## src/rtl/vga_timing_pkg.sv

```systemverilog
// Default VGA 640x480@60 raster constants and the shared coordinate type.
// Optional feature macro used by the top: VGA_FRAME_CNT_EN.
package vga_timing_pkg;

  localparam int COORD_W   = 10;

  localparam int H_VISIBLE = 640;
  localparam int H_FRONT   = 16;
  localparam int H_SYNC    = 96;
  localparam int H_BACK    = 48;
  localparam int V_VISIBLE = 480;
  localparam int V_FRONT   = 10;
  localparam int V_SYNC    = 2;
  localparam int V_BACK    = 33;

  localparam int H_TOTAL      = H_VISIBLE + H_FRONT + H_SYNC + H_BACK;
  localparam int V_TOTAL      = V_VISIBLE + V_FRONT + V_SYNC + V_BACK;
  localparam int H_SYNC_START = H_VISIBLE + H_FRONT;
  localparam int H_SYNC_END   = H_SYNC_START + H_SYNC;
  localparam int V_SYNC_START = V_VISIBLE + V_FRONT;
  localparam int V_SYNC_END   = V_SYNC_START + V_SYNC;

  typedef logic [COORD_W-1:0] coord_t;

endpackage

```

## src/rtl/vga_axis_counter.sv

```systemverilog
// One raster axis: wrapping position counter plus sync/visible flags decoded
// from the next count, so the caller can register them in step with the count.
module vga_axis_counter
  import vga_timing_pkg::*;
#(
  parameter int VISIBLE = 640,
  parameter int FRONT   = 16,
  parameter int SYNC    = 96,
  parameter int BACK    = 48
) (
  input  logic   clk_i,
  input  logic   rst_ni,
  input  logic   enable_i,
  output coord_t count_o,
  output coord_t count_next_o,
  output logic   wrap_o,
  output logic   sync_n_o,
  output logic   visible_o
);

  localparam int     TOTAL      = VISIBLE + FRONT + SYNC + BACK;
  localparam coord_t LAST       = coord_t'(TOTAL - 1);
  localparam coord_t SYNC_START = coord_t'(VISIBLE + FRONT);
  localparam coord_t SYNC_END   = coord_t'(VISIBLE + FRONT + SYNC);
  localparam coord_t VIS_END    = coord_t'(VISIBLE);

  coord_t count_q, count_d;

  always_comb begin
    count_d = count_q;
    if (enable_i) begin
      count_d = (count_q == LAST) ? '0 : count_q + coord_t'(1);
    end
  end

  always_ff @(posedge clk_i or negedge rst_ni) begin
    if (!rst_ni) count_q <= '0;
    else         count_q <= count_d;
  end

  assign count_o      = count_q;
  assign count_next_o = count_d;
  assign wrap_o       = enable_i && (count_q == LAST);
  assign sync_n_o     = !((count_d >= SYNC_START) && (count_d < SYNC_END));
  assign visible_o    = (count_d < VIS_END);

endmodule

```

## src/rtl/vga_timing_gen.sv

```systemverilog
// VGA raster timing generator: hs/vs/blank/vblank_start registered in step with
// DrawX/DrawY. Define VGA_FRAME_CNT_EN to add the frame_count output.
module vga_timing_gen
  import vga_timing_pkg::coord_t;
#(
  parameter int H_VISIBLE = vga_timing_pkg::H_VISIBLE,
  parameter int H_FRONT   = vga_timing_pkg::H_FRONT,
  parameter int H_SYNC    = vga_timing_pkg::H_SYNC,
  parameter int H_BACK    = vga_timing_pkg::H_BACK,
  parameter int V_VISIBLE = vga_timing_pkg::V_VISIBLE,
  parameter int V_FRONT   = vga_timing_pkg::V_FRONT,
  parameter int V_SYNC    = vga_timing_pkg::V_SYNC,
  parameter int V_BACK    = vga_timing_pkg::V_BACK
`ifdef VGA_FRAME_CNT_EN
  , parameter int FRAME_CNT_W = 8
`endif
) (
  input  logic   vga_clk,
  input  logic   reset_n,
  output logic   hs,
  output logic   vs,
  output logic   blank,
  output coord_t DrawX,
  output coord_t DrawY,
  output logic   vblank_start
`ifdef VGA_FRAME_CNT_EN
  , output logic [FRAME_CNT_W-1:0] frame_count
`endif
);

  coord_t hc, vc, vc_next, hc_next_unused;
  logic   h_wrap, v_wrap_unused;
  logic   hs_d, vs_d, h_vis, v_vis, vbs_d;
  logic   hs_q, vs_q, blank_q, vbs_q;

  vga_axis_counter #(
    .VISIBLE(H_VISIBLE), .FRONT(H_FRONT), .SYNC(H_SYNC), .BACK(H_BACK)
  ) u_h_axis (
    .clk_i(vga_clk), .rst_ni(reset_n), .enable_i(1'b1),
    .count_o(hc), .count_next_o(hc_next_unused), .wrap_o(h_wrap),
    .sync_n_o(hs_d), .visible_o(h_vis)
  );

  vga_axis_counter #(
    .VISIBLE(V_VISIBLE), .FRONT(V_FRONT), .SYNC(V_SYNC), .BACK(V_BACK)
  ) u_v_axis (
    .clk_i(vga_clk), .rst_ni(reset_n), .enable_i(h_wrap),
    .count_o(vc), .count_next_o(vc_next), .wrap_o(v_wrap_unused),
    .sync_n_o(vs_d), .visible_o(v_vis)
  );

  // Next position is (0, V_VISIBLE) exactly when the line wraps into that row.
  assign vbs_d = h_wrap && (vc_next == coord_t'(V_VISIBLE));

  always_ff @(posedge vga_clk or negedge reset_n) begin
    if (!reset_n) begin
      hs_q    <= 1'b1;
      vs_q    <= 1'b1;
      blank_q <= 1'b0;
      vbs_q   <= 1'b0;
    end else begin
      hs_q    <= hs_d;
      vs_q    <= vs_d;
      blank_q <= h_vis && v_vis;
      vbs_q   <= vbs_d;
    end
  end

`ifdef VGA_FRAME_CNT_EN
  logic [FRAME_CNT_W-1:0] frame_q;

  always_ff @(posedge vga_clk or negedge reset_n) begin
    if (!reset_n)   frame_q <= '0;
    else if (vbs_d) frame_q <= frame_q + {{(FRAME_CNT_W-1){1'b0}}, 1'b1};
  end

  assign frame_count = frame_q;
`endif

  assign hs           = hs_q;
  assign vs           = vs_q;
  assign blank        = blank_q;
  assign vblank_start = vbs_q;
  assign DrawX        = hc;
  assign DrawY        = vc;

endmodule

```

## config.mk

```make
export PLATFORM = sky130hd
export DESIGN_NAME = vga_timing_gen
export DESIGN_NICKNAME = d
export VERILOG_FILES = /design/src/rtl/vga_timing_pkg.sv /design/src/rtl/vga_axis_counter.sv /design/src/rtl/vga_timing_gen.sv
export SDC_FILE = /design/constraint.sdc
export NUM_CORES = 1
export LEC_CHECK = 0
export CORE_UTILIZATION = 46
export DETAILED_ROUTE_END_ITERATION = 10
export GPL_TIMING_DRIVEN = 0
export HOLD_SLACK_MARGIN = 0.05
export PLACE_DENSITY = 0.82
export SLEW_MARGIN = 20
export SYNTH_ARGS = -nofsm -noshare
export SYNTH_HDL_FRONTEND = slang
export SYNTH_SLANG_ARGS = --single-unit
```

## constraint.sdc

```tcl
create_clock -name vga_clk -period 2.2 [get_ports vga_clk]
set_input_delay 0.22 -clock vga_clk [delete_from_list [all_inputs] [get_ports vga_clk]]
set_output_delay 0.22 -clock vga_clk [all_outputs]
set_load 0.05 [all_outputs]
```

==> qor.csv <==
metric,value,unit
predominant post-synthesis flop cell,dfrtp_1,
Startpoint Class,flop,
layout cells sized above 1,20.3,%
DR pass1 iterations,6,
Compound-Gate Fraction of Synth Area,14.1,%
setup ws final,-170,ps
failing checks,negative setup slack,
Worst Max-Slew Pin Slew,522,ps
die area,3180,µm²
kind of critical path,flop to flop,
Pleak,0.733,nW
"Req. time, crit path",2460,ps
Final GP Congestion,0.861,
CTS Sinks,24,
Die Span Y,56.4,µm
area fraction of the dominant cell type after synthesis,40.4,%
Slew Limit Fails,0,
Final min period,2370,ps
Final Hold Viols,0,
clk buf depth,2,
Netlist cell types,43,
largest family of logic cells by synthesized area,simple AND/OR/NAND/NOR gates,
Initial Utilization,48.9,%
remaining routing DRC violations,0,
most frequent cell after synthesis,dfrtp_1,
Max Freq,422,MHz
DRT met1 WL,1.47,mm
initial antenna violation count,0,
hpwl dp,2.19,mm
multiplexer share of the synthesized area,0.735,%
ys async rst share,100,%
Critical Path AT,2630,ps
sequential fraction of the synthesis area,44.3,%
Post-synth EDFFs,0,
final wirelength,3.27,mm
Mapped Avg Cell Area,9.65,µm²
Final nets,183,
hold_ws,387,ps
H-tree levels,1,
Syn-to-layout area delta,34.4,%
Post-Syn Area,1360,µm²
io pins,26,
Relative slew margins,65.2,%
largest net degree at the start of global routing,25,
met2 wire length,1.59,mm
synthesized netlist cell count,141,
syn_nets,146,
WL/cell,15.7,µm
Core Rows,19,
Final Skew,1.28,ps
DR top layer,met4,
total power,775,µW
Simple-Gate Fraction of Synth Area,26.3,%
initial DRC count,58,
Via density,5.95,
GRT Util Overall,22.1,%
RSZ-0062 raised after global routing,yes,
port bufs,25,
vias in the first global route,1183,
Chip Width,56.4,µm
Power Density,424,nW/µm²
Num CTS Buffers,3,
CORE AREA,2780,µm²
Synth Warn #,0,
"top cells by area, synth","dfrtp_1 40%, dfstp_2 3.9%, xor2_1 3.9%",
number of synthesized register bits,24,
maxcap violations,0,
HP Class,input pin to async pin,
first-pass GRT wire length,5.58,mm
Adder-Cell Fraction of Synth Area,2.76,%
xor/xnor share of the synthesized area,7.08,%
Synth area leader,dfrtp_1,
antenna fix cells,0,
Skew-Pair Late Insertion Delay,320,ps
GR Overflow Total,0,
pre-CTS WS,-525,ps
status,"complete, but fails checks",
CP endpoint kind,flop,
ANT nets after route,0,
vias,1237,
Final Setup Violations,3,
Final period util,108,%
routed wl met3,179,µm
CP max FO,5,
clk slew on worst S/H paths,140,ps
Max VDD drop,0.310,mV
Root Buffer,clkbuf_4,
CTS tree,done,
Synth top cells by count,"22 x dfrtp_1, 13 x nand2_1, 9 x nand3_1",
[sequential cells by signal, summed over array words and instances, names as in the netlist]
signal / flops
blank: 1
hs: 1
u_h_axis.count_o: 10
u_v_axis.count_o: 10
vblank_start: 1
vs: 1
[worst max-delay path, stage by stage (launching register included)]
cell and delay [ps]:
dfrtp_2 440, ha_4 160, nand4_1 140, or3_4 440
or4_4 440, a222oi_1 360, buf_4 190, and3_1 150
[cell type report]
cell class              instances  area (µm²)
inverters                       8        30.0
fillers                       231         952
flip-flops and latches         24         614
well taps                      31        38.8
multi-input cells             102         742
clock buffers                   3        22.5
clock inverters                 1        30.0
plain buffers                   3        21.3
repair buffers                 36         330
[timing repair]
item / CTS / global route
pin swaps: 5 / 1
hold endpoints to repair: 0 / 22
setup buffers: 6 / 4
hold buffers: 0 / 1
cloned: 0 / 0
endpoints found under the setup margin: 9 / 3
resized for setup: 7 / 4
[layout by cell type (no fill, tap or decap), drive strengths merged, types with 2 or more instances in the layout]
cell type / n
nand3: 9
buf: 11
inv: 8
clkbuf: 6
clkdlybuf4s50: 24
nand4: 5
o21ai: 5
xor2: 6
nor3: 4
a31oi: 3
a311oi: 2
and2: 2
a21oi: 4
xnor2: 5
nor2: 7
nand2: 13
o31ai: 4
or4: 2
nand4b: 2
and3: 5
dfstp: 2
dfrtp: 22
or3: 3
and4: 3
ha: 3
[logic make-up after synthesis]
logic type	Yosys count
mux	1
simple gates	60
fa+ha+maj	3
flops	24
compound gates	27
buf+inv	15
xor+xnor	11
[routing by layer]
layer | global-route usage (%) | vias up
met3 | 2.53 | 4
met2 | 34.7 | 48
li1 | - | 593
met5 | 0 | -
met4 | 9.41 | 0
met1 | 31.1 | 592
[path summary, 6_finish.rpt]
| check | start | endpoint | slack [ps] | depth (start not counted) |
|---|---|---|---|---|
| max in group asynchronous | reset_n | u_v_axis.count_o[1] | 1430 | 2 |
| min reg2reg | u_h_axis.count_o[0] | u_h_axis.count_o[0] | 530 | 1 |
| min | reset_n | u_v_axis.count_o[0] | 390 | 2 |
| max | u_h_axis.count_o[0] | vblank_start | -170 | 7 |
| min in group vga_clk | u_h_axis.count_o[0] | u_h_axis.count_o[0] | 530 | 1 |
| max reg2reg | u_h_axis.count_o[0] | vblank_start | -170 | 7 |
[power breakdown]
part           total, mW  internal, mW  switching, mW  leakage (nW)
clock              0.323         0.184          0.139        0.0279
sequential         0.441         0.441              0         0.298
combinational     0.0100       0.00179        0.00822         0.407
total              0.775         0.627          0.147         0.733
[through the flow]
| stage | util, % | instance area [µm²] | cells | setup TNS [ps] |
|---|---|---|---|---|
| 2_1_floorplan | - | 1390 | 141 | -660 |
| 3_3_place_gp | 60.2 | 1680 | 197 | -1170 |
| 3_5_place_dp | 60.2 | 1680 | 197 | -2010 |
| 4_1_cts | 64.1 | 1780 | 204 | -108 |
| 5_1_grt | 65.8 | 1830 | 208 | -684 |
| 6_report | 65.8 | 1830 | 208 | -440 |
No activity file was read; power rests on OpenSTA's default activity.
